==> src/rtl/sample_collector_if.sv <==
// Host register bus shared with the pin controllers: 21-bit address, 16-bit data,
// single-cycle read/write strobes and registered read data.
interface sample_collector_if;
  logic [20:0] addr;
  logic [15:0] data_in;
  logic        wr_en;
  logic        rd_en;
  logic [15:0] data_out;

  modport master (output addr, data_in, wr_en, rd_en, input data_out);
  modport slave  (input addr, data_in, wr_en, rd_en, output data_out);
endinterface

==> src/rtl/sample_collector.sv <==
// Pin sample collector: ticks at a programmable rate, pushes synchronised pin words into a FIFO
// drained over the register bus. Optional macro SAMPLE_COLLECTOR_TIMESTAMP_EN adds per-entry timestamps.
module sample_collector #(
  parameter logic [20:0] BASE_ADDR  = 21'd64,
  parameter int          FIFO_DEPTH = 64,
  parameter int          NUM_PINS   = 16
) (
  input  logic                clk,
  input  logic                reset,
  sample_collector_if.slave   bus,
  input  logic [NUM_PINS-1:0] pin_in,
  output logic                fifo_not_empty,
  output logic                capture_done
);
  localparam int DATA_W = 16;
  localparam int PTR_W  = $clog2(FIFO_DEPTH);
  localparam logic [PTR_W:0] DEPTH_L = (PTR_W+1)'(FIFO_DEPTH);
`ifdef SAMPLE_COLLECTOR_TIMESTAMP_EN
  localparam int ENTRY_W = 2 * DATA_W;
`else
  localparam int ENTRY_W = DATA_W;
`endif

  typedef enum logic [1:0] {IDLE = 2'd0, RUN = 2'd1, DONE = 2'd2} state_t;

  state_t              state;
  logic [DATA_W-1:0]   sample_div, sample_count, div_cnt, taken_cnt, taken_next;
  logic                overflow;
  logic [PTR_W-1:0]    wr_ptr, rd_ptr;
  logic [PTR_W:0]      level;
  logic [ENTRY_W-1:0]  mem [FIFO_DEPTH];
  logic [ENTRY_W-1:0]  head, entry;
  logic [NUM_PINS-1:0] pin_sync_p0, pin_sync_p1;
  logic [DATA_W-1:0]   data_out_r, status, tstamp_rd;
  logic [20:0]         offset;
  logic [2:0]          reg_sel;
  logic                in_range, wr_hit, rd_hit;
  logic                start, stop, clr, div_wr, cnt_wr, data_rd;
  logic                empty, full, tick, push, pop;

  function automatic logic [DATA_W-1:0] pack_pins(input logic [NUM_PINS-1:0] p);
    logic [DATA_W-1:0] w;
    w = '0;
    w[NUM_PINS-1:0] = p;
    return w;
  endfunction

  assign offset   = bus.addr - BASE_ADDR;
  assign reg_sel  = offset[2:0];
  assign in_range = (bus.addr >= BASE_ADDR) && (offset[20:3] == '0) && (reg_sel != 3'd7);
  assign wr_hit   = bus.wr_en && in_range;
  assign rd_hit   = bus.rd_en && in_range;
  assign start    = wr_hit && (reg_sel == 3'd0) && bus.data_in[0];
  assign stop     = wr_hit && (reg_sel == 3'd0) && bus.data_in[1];
  assign clr      = wr_hit && (reg_sel == 3'd0) && bus.data_in[2];
  assign div_wr   = wr_hit && (reg_sel == 3'd1);
  assign cnt_wr   = wr_hit && (reg_sel == 3'd2);
  assign data_rd  = rd_hit && (reg_sel == 3'd5);

  assign empty      = (level == '0);
  assign full       = (level == DEPTH_L);
  assign taken_next = taken_cnt + 16'd1;
  // A control write in the same cycle as a tick wins; the tick is not taken.
  assign tick = (state == RUN) && (div_cnt == '0) && !start && !stop && !clr;
  assign pop  = data_rd && !empty && !clr;
  assign push = tick && (!full || pop);

  assign head   = mem[rd_ptr];
  assign status = {11'd0, state, overflow, full, empty};
  assign fifo_not_empty = !empty;
  assign bus.data_out   = data_out_r;

`ifdef SAMPLE_COLLECTOR_TIMESTAMP_EN
  logic [DATA_W-1:0] tstamp;
  assign entry     = {tstamp, pack_pins(pin_sync_p1)};
  assign tstamp_rd = empty ? '0 : head[ENTRY_W-1:DATA_W];

  always_ff @(posedge clk or posedge reset) begin
    if (reset)      tstamp <= '0;
    else if (start) tstamp <= '0;
    else            tstamp <= tstamp + 16'd1;
  end
`else
  assign entry     = pack_pins(pin_sync_p1);
  assign tstamp_rd = '0;
`endif

  // Stage p0/p1: two-flop synchroniser for the asynchronous pins
  always_ff @(posedge clk) begin
    pin_sync_p0 <= pin_in;
    pin_sync_p1 <= pin_sync_p0;
  end

  always_ff @(posedge clk) begin
    if (push) mem[wr_ptr] <= entry;
  end

  always_ff @(posedge clk or posedge reset) begin
    if (reset) begin
      state        <= IDLE;
      sample_div   <= '0;
      sample_count <= '0;
      div_cnt      <= '0;
      taken_cnt    <= '0;
      overflow     <= 1'b0;
      wr_ptr       <= '0;
      rd_ptr       <= '0;
      level        <= '0;
      capture_done <= 1'b0;
      data_out_r   <= '0;
    end else begin
      capture_done <= 1'b0;
      if (div_wr) sample_div   <= bus.data_in;
      if (cnt_wr) sample_count <= bus.data_in;

      if (clr) begin
        wr_ptr   <= '0;
        rd_ptr   <= '0;
        level    <= '0;
        overflow <= 1'b0;
      end else begin
        if (push) wr_ptr <= wr_ptr + 1'b1;
        if (pop)  rd_ptr <= rd_ptr + 1'b1;
        if (push && !pop)      level <= level + 1'b1;
        else if (pop && !push) level <= level - 1'b1;
        if (tick && full && !pop) overflow <= 1'b1;
      end

      // CLEAR has already emptied the FIFO above, so START here restarts on a clean buffer.
      if (start) begin
        state     <= RUN;
        div_cnt   <= sample_div;
        taken_cnt <= '0;
      end else if (clr || stop) begin
        state <= IDLE;
      end else if (tick) begin
        div_cnt   <= sample_div;
        taken_cnt <= taken_next;
        if ((sample_count != '0) && (taken_next == sample_count)) begin
          state        <= DONE;
          capture_done <= 1'b1;
        end
      end else if (state == RUN) begin
        div_cnt <= div_cnt - 16'd1;
      end

      if (rd_hit) begin
        case (reg_sel)
          3'd0:    data_out_r <= '0;
          3'd1:    data_out_r <= sample_div;
          3'd2:    data_out_r <= sample_count;
          3'd3:    data_out_r <= status;
          3'd4:    data_out_r <= DATA_W'(level);
          3'd5:    data_out_r <= empty ? '0 : head[DATA_W-1:0];
          3'd6:    data_out_r <= tstamp_rd;
          default: data_out_r <= data_out_r;
        endcase
      end
    end
  end
endmodule

==> src/flat_wrapper.sv <==
// flat-port wrapper written by rule: the top's interface ports become plain ports
module sample_collector_flat 
#(
  parameter logic [20:0] BASE_ADDR  = 21'd64,
  parameter int          FIFO_DEPTH = 64,
  parameter int          NUM_PINS   = 16
)
  (clk, reset, pin_in, fifo_not_empty, capture_done, bus_addr, bus_data_in, bus_wr_en, bus_rd_en, bus_data_out);
  sample_collector_if bus_i ();
  input  logic clk;
  input  logic reset;
  input  logic [NUM_PINS-1:0] pin_in;
  output logic fifo_not_empty;
  output logic capture_done;
  input wire logic [$bits(bus_i.addr)-1:0] bus_addr;
  input wire logic [$bits(bus_i.data_in)-1:0] bus_data_in;
  input wire logic [$bits(bus_i.wr_en)-1:0] bus_wr_en;
  input wire logic [$bits(bus_i.rd_en)-1:0] bus_rd_en;
  output wire logic [$bits(bus_i.data_out)-1:0] bus_data_out;
  assign bus_i.addr = bus_addr;
  assign bus_i.data_in = bus_data_in;
  assign bus_i.wr_en = bus_wr_en;
  assign bus_i.rd_en = bus_rd_en;
  assign bus_data_out = bus_i.data_out;
  sample_collector #(.BASE_ADDR(BASE_ADDR), .FIFO_DEPTH(FIFO_DEPTH), .NUM_PINS(NUM_PINS)) u_core (.clk(clk), .reset(reset), .bus(bus_i), .pin_in(pin_in), .fifo_not_empty(fifo_not_empty), .capture_done(capture_done));
endmodule
==> config.mk <==
export PLATFORM = sky130hd
export DESIGN_NAME = sample_collector_flat
export DESIGN_NICKNAME = d
export VERILOG_FILES = /design/src/rtl/sample_collector_if.sv /design/src/rtl/sample_collector.sv /design/src/flat_wrapper.sv
export SDC_FILE = /design/constraint.sdc
export NUM_CORES = 1
export LEC_CHECK = 0
export CORE_MARGIN = 2
export CORE_UTILIZATION = 60
export CTS_CLUSTER_SIZE = 10
export DETAILED_ROUTE_END_ITERATION = 16
export DONT_BUFFER_PORTS = 1
export PLACE_DENSITY = 0.76
export SLEW_MARGIN = 25
export SYNTH_ARGS = -nofsm -noshare
export SYNTH_HDL_FRONTEND = slang
export SYNTH_SLANG_ARGS = --single-unit
==> constraint.sdc <==
create_clock -name clk -period 4.5 [get_ports clk]
set_input_delay 0.45 -clock clk [delete_from_list [all_inputs] [get_ports clk]]
set_output_delay 0.45 -clock clk [all_outputs]
set_load 0.01 [all_outputs]
==> qor.csv <==
metric,value,unit
power.density,419.9,nW/um2
design.core.area,75700,um2
critPathMaxFanout,6,
grt_pass1_wl,168.9,mm
synth_xor_area_frac,0.007279,
pin_count,75,
ys_warn_count,0,
ys_seq_area_frac,0.7429,
rows,101,
drv_cap,0,
syn_nets,2448,
ys_ff_latch,1159,
worst_slew_pin_slew,1.018,ns
fin_crit,4.019,ns
first_pass_iters,7,
cts_tree,yes,
wirelength,114.7,mm
hold_class,in2reg,
fin_setup_tns,0,ns
start_util,0.6040,
synth-edff-count,1024,
diodes,0,
cts_max_path_buffers,3,
rsz0062_at_grt,no,
route.detailed.drc,0,
worstHoldStart,bus_wr_en,
startpoint,u_core.div_cnt[0],
synth.area.mux_share,0.1435,
slowest_stage,or4b_1,
synth_cell_type_count,76,
power.total,21.73,mW
crit_arrival,4.60,ns
h-tree-depth,4,
dp.cells,3361,
required,5.08,ns
synth_area,45720,um2
die_w,280.0,um
layout.nets,2623,
cpPeakStageDelay,0.54,ns
post_cts_buffers,0,
synth-async-reset-ratio,0.08887,
synth_top_family_by_area,multiplexers,
final_cell_mix,"edfxtp_1 (1,024), mux4_2 (262), clkbuf_16 (137)",
drt-initial-drc-count,3426,
clock_latency,0.72,ns
syn_inst,2379,
grt_pass1_vias,25230,
r2r_cells,19,
p_leak,16.67,nW
whs_path_depth,2,
mostFrequentLayoutCell,edfxtp_1,
synth_compound_area_frac,0.04526,
fin_crit_sh,0.8931,
setup-violations-final,0,
start_kind,register,
fmax,248.8,MHz
drive_above_1_share,0.2416,
vias,25030,
cts.hold.buffers_added,34,
grt_usage,0.2995,
wl_per_cell,31.77,um
r2r_setup_slack,0.48,ns
syn_avg_cell_area,19.22,um2
antenna_found_initial,1,
fin_skew,0.02386,ns
grt_max_degree,65,
synthAdderAreaFrac,0.003448,
crit_chain,"inv_1, ha_1, or4b_1, nor3_2, nand4b_1, buf_4, a41oi_2, o21ai_4, inv_2, ha_1, inv_1, fa_1, a21oi_1, o21bai_1, a21oi_1, nand2_1, o211ai_1, xnor2_1, nor2_1",
post_cts_resized,0,
area_growth,13.22,%
gp_congestion,0.9198,
fp.dieH,280.0,um
worst-path-stages,19,
io_buffers,0,
dieArea,78430,um2
viasPerCell,6.932,
final-hold-violation-count,0,
overflow,0,
ys.flop_type,edfxtp_1,
cts_num_sinks,1159,
clockRootBuffer,clkbuf_16,
worst-setup-path-type,reg2reg,
yosys.area_share.simple,0.04433,
ant_nets,0,
final_cells,3610,
cp_top_family,simple AND/OR/NAND/NOR gates,
relSlewSlack,0.3212,
irDropWorstVdd,0.4719,mV
status,"finished, final reports clean",
whs,0.04698,ns
numCtsBuffers,135,
reg2reg_from,u_core.div_cnt[0],
critPathBufInv,4,
crit_end,u_core.level[6],
r2r-end,u_core.level[6],
clk_pin_slew,0.06,ns
worstSetupEndpointType,register,
place_hpwl,67.86,mm
slew_viol_final,0,
stage by stage:
| step | area [um2] | util | setup WS (ns) |
|---|---|---|---|
| 5_1_grt | 51770 | 0.6839 | 0.1514 |
| 3_5_place_dp | 47570 | 0.6284 | 0.3839 |
| 3_3_place_gp | 47540 | 0.6280 | 0.4700 |
| 4_1_cts | 51760 | 0.6837 | 0.4531 |
| 6_report | 51770 | 0.6839 | 0.4810 |
| 2_1_floorplan | 45720 | - | 0.7283 |
routing by layer:
layer / track usage / wire (um) / share of wire
met5: 0 / 0 / 0
met4: 0.1230 / 4606 / 0.040
met3: 0.06154 / 11020 / 0.096
met2: 0.4737 / 55770 / 0.49
met1: 0.4144 / 43290 / 0.38
power breakdown:
part / switching [mW] / internal [mW] / leakage, nW
clock: 4.08 / 5.66 / 1.86
sequential: 0.0461 / 11.7 / 10.8
combinational: 0.176 / 0.0474 / 4.00
total: 4.30 / 17.4 / 16.7
cells in the mapped netlist, types with 15 or more instances:
cell,n,area (um2)
edfxtp_1,1024,30750
a221oi_1,26,227.7
o21ai_0,58,290.3
a22oi_1,67,503.0
nor2b_1,19,118.9
dfrtp_1,103,2577
buf_1,32,120.1
nor3_1,30,150.1
a31oi_1,18,112.6
mux2i_1,30,300.3
mux2_2,32,360.4
buf_2,22,110.1
nor2_1,120,450.4
a21oi_1,36,180.2
inv_1,17,63.81
dfxtp_1,32,640.6
xnor2_1,24,210.2
o22ai_1,27,168.9
nand2_1,67,251.5
clkbuf_1,79,296.5
nand3_1,28,140.1
or3_1,15,93.84
mux4_2,262,5901
nand4_1,20,125.1
flip-flops by register name, summed over array words and instances (netlist names), 7 cells and up:
register             cells
u_core.bus.data_out     16
u_core.level             7
u_core.div_cnt          16
u_core.sample_div       16
u_core.mem            1024
u_core.taken_cnt        16
u_core.pin_sync_p0      16
u_core.sample_count     16
u_core.entry            16
area by class of cell:
type	count	area (um2)
flip-flops and latches	1159	34010
fillers	4574	23930
multi-input cells	1068	11170
clock buffers	203	3716
repair buffers	172	1446
well taps	978	1224
clock inverters	12	133.9
inverters	18	70.07
worst min path at each step:
stage                     endpoint  slack, ns
6_report       u_core.capture_done       0.05
5_1_grt            u_core.state[1]       0.05
4_1_cts        u_core.capture_done       0.01
3_5_place_dp       u_core.entry[7]       0.31
3_3_place_gp      u_core.entry[15]       0.31
2_1_floorplan      u_core.entry[0]       0.31
worst register-to-register path, stage by stage (launching register included):
cell and delay (ns):
dfrtp_1 0.43, inv_1 0.08, ha_1 0.21, or4b_1 0.54, nor3_2 0.18, nand4b_1 0.11, buf_4 0.19, a41oi_2 0.23
o21ai_4 0.15, inv_2 0.08, ha_1 0.24, inv_1 0.17, fa_1 0.43, a21oi_1 0.15, o21bai_1 0.11, a21oi_1 0.20
nand2_1 0.07, o211ai_1 0.11, xnor2_1 0.14, nor2_1 0.06
cell families (layout without fill, tap and decap cells):
group	Yosys count	in the layout
buf+inv	152	405
mux	324	324
fa+ha+maj	12	12
compound gates	301	301
flops	1159	1159
xor+xnor	38	38
simple gates	393	393
(Power assumes the default switching activity.)
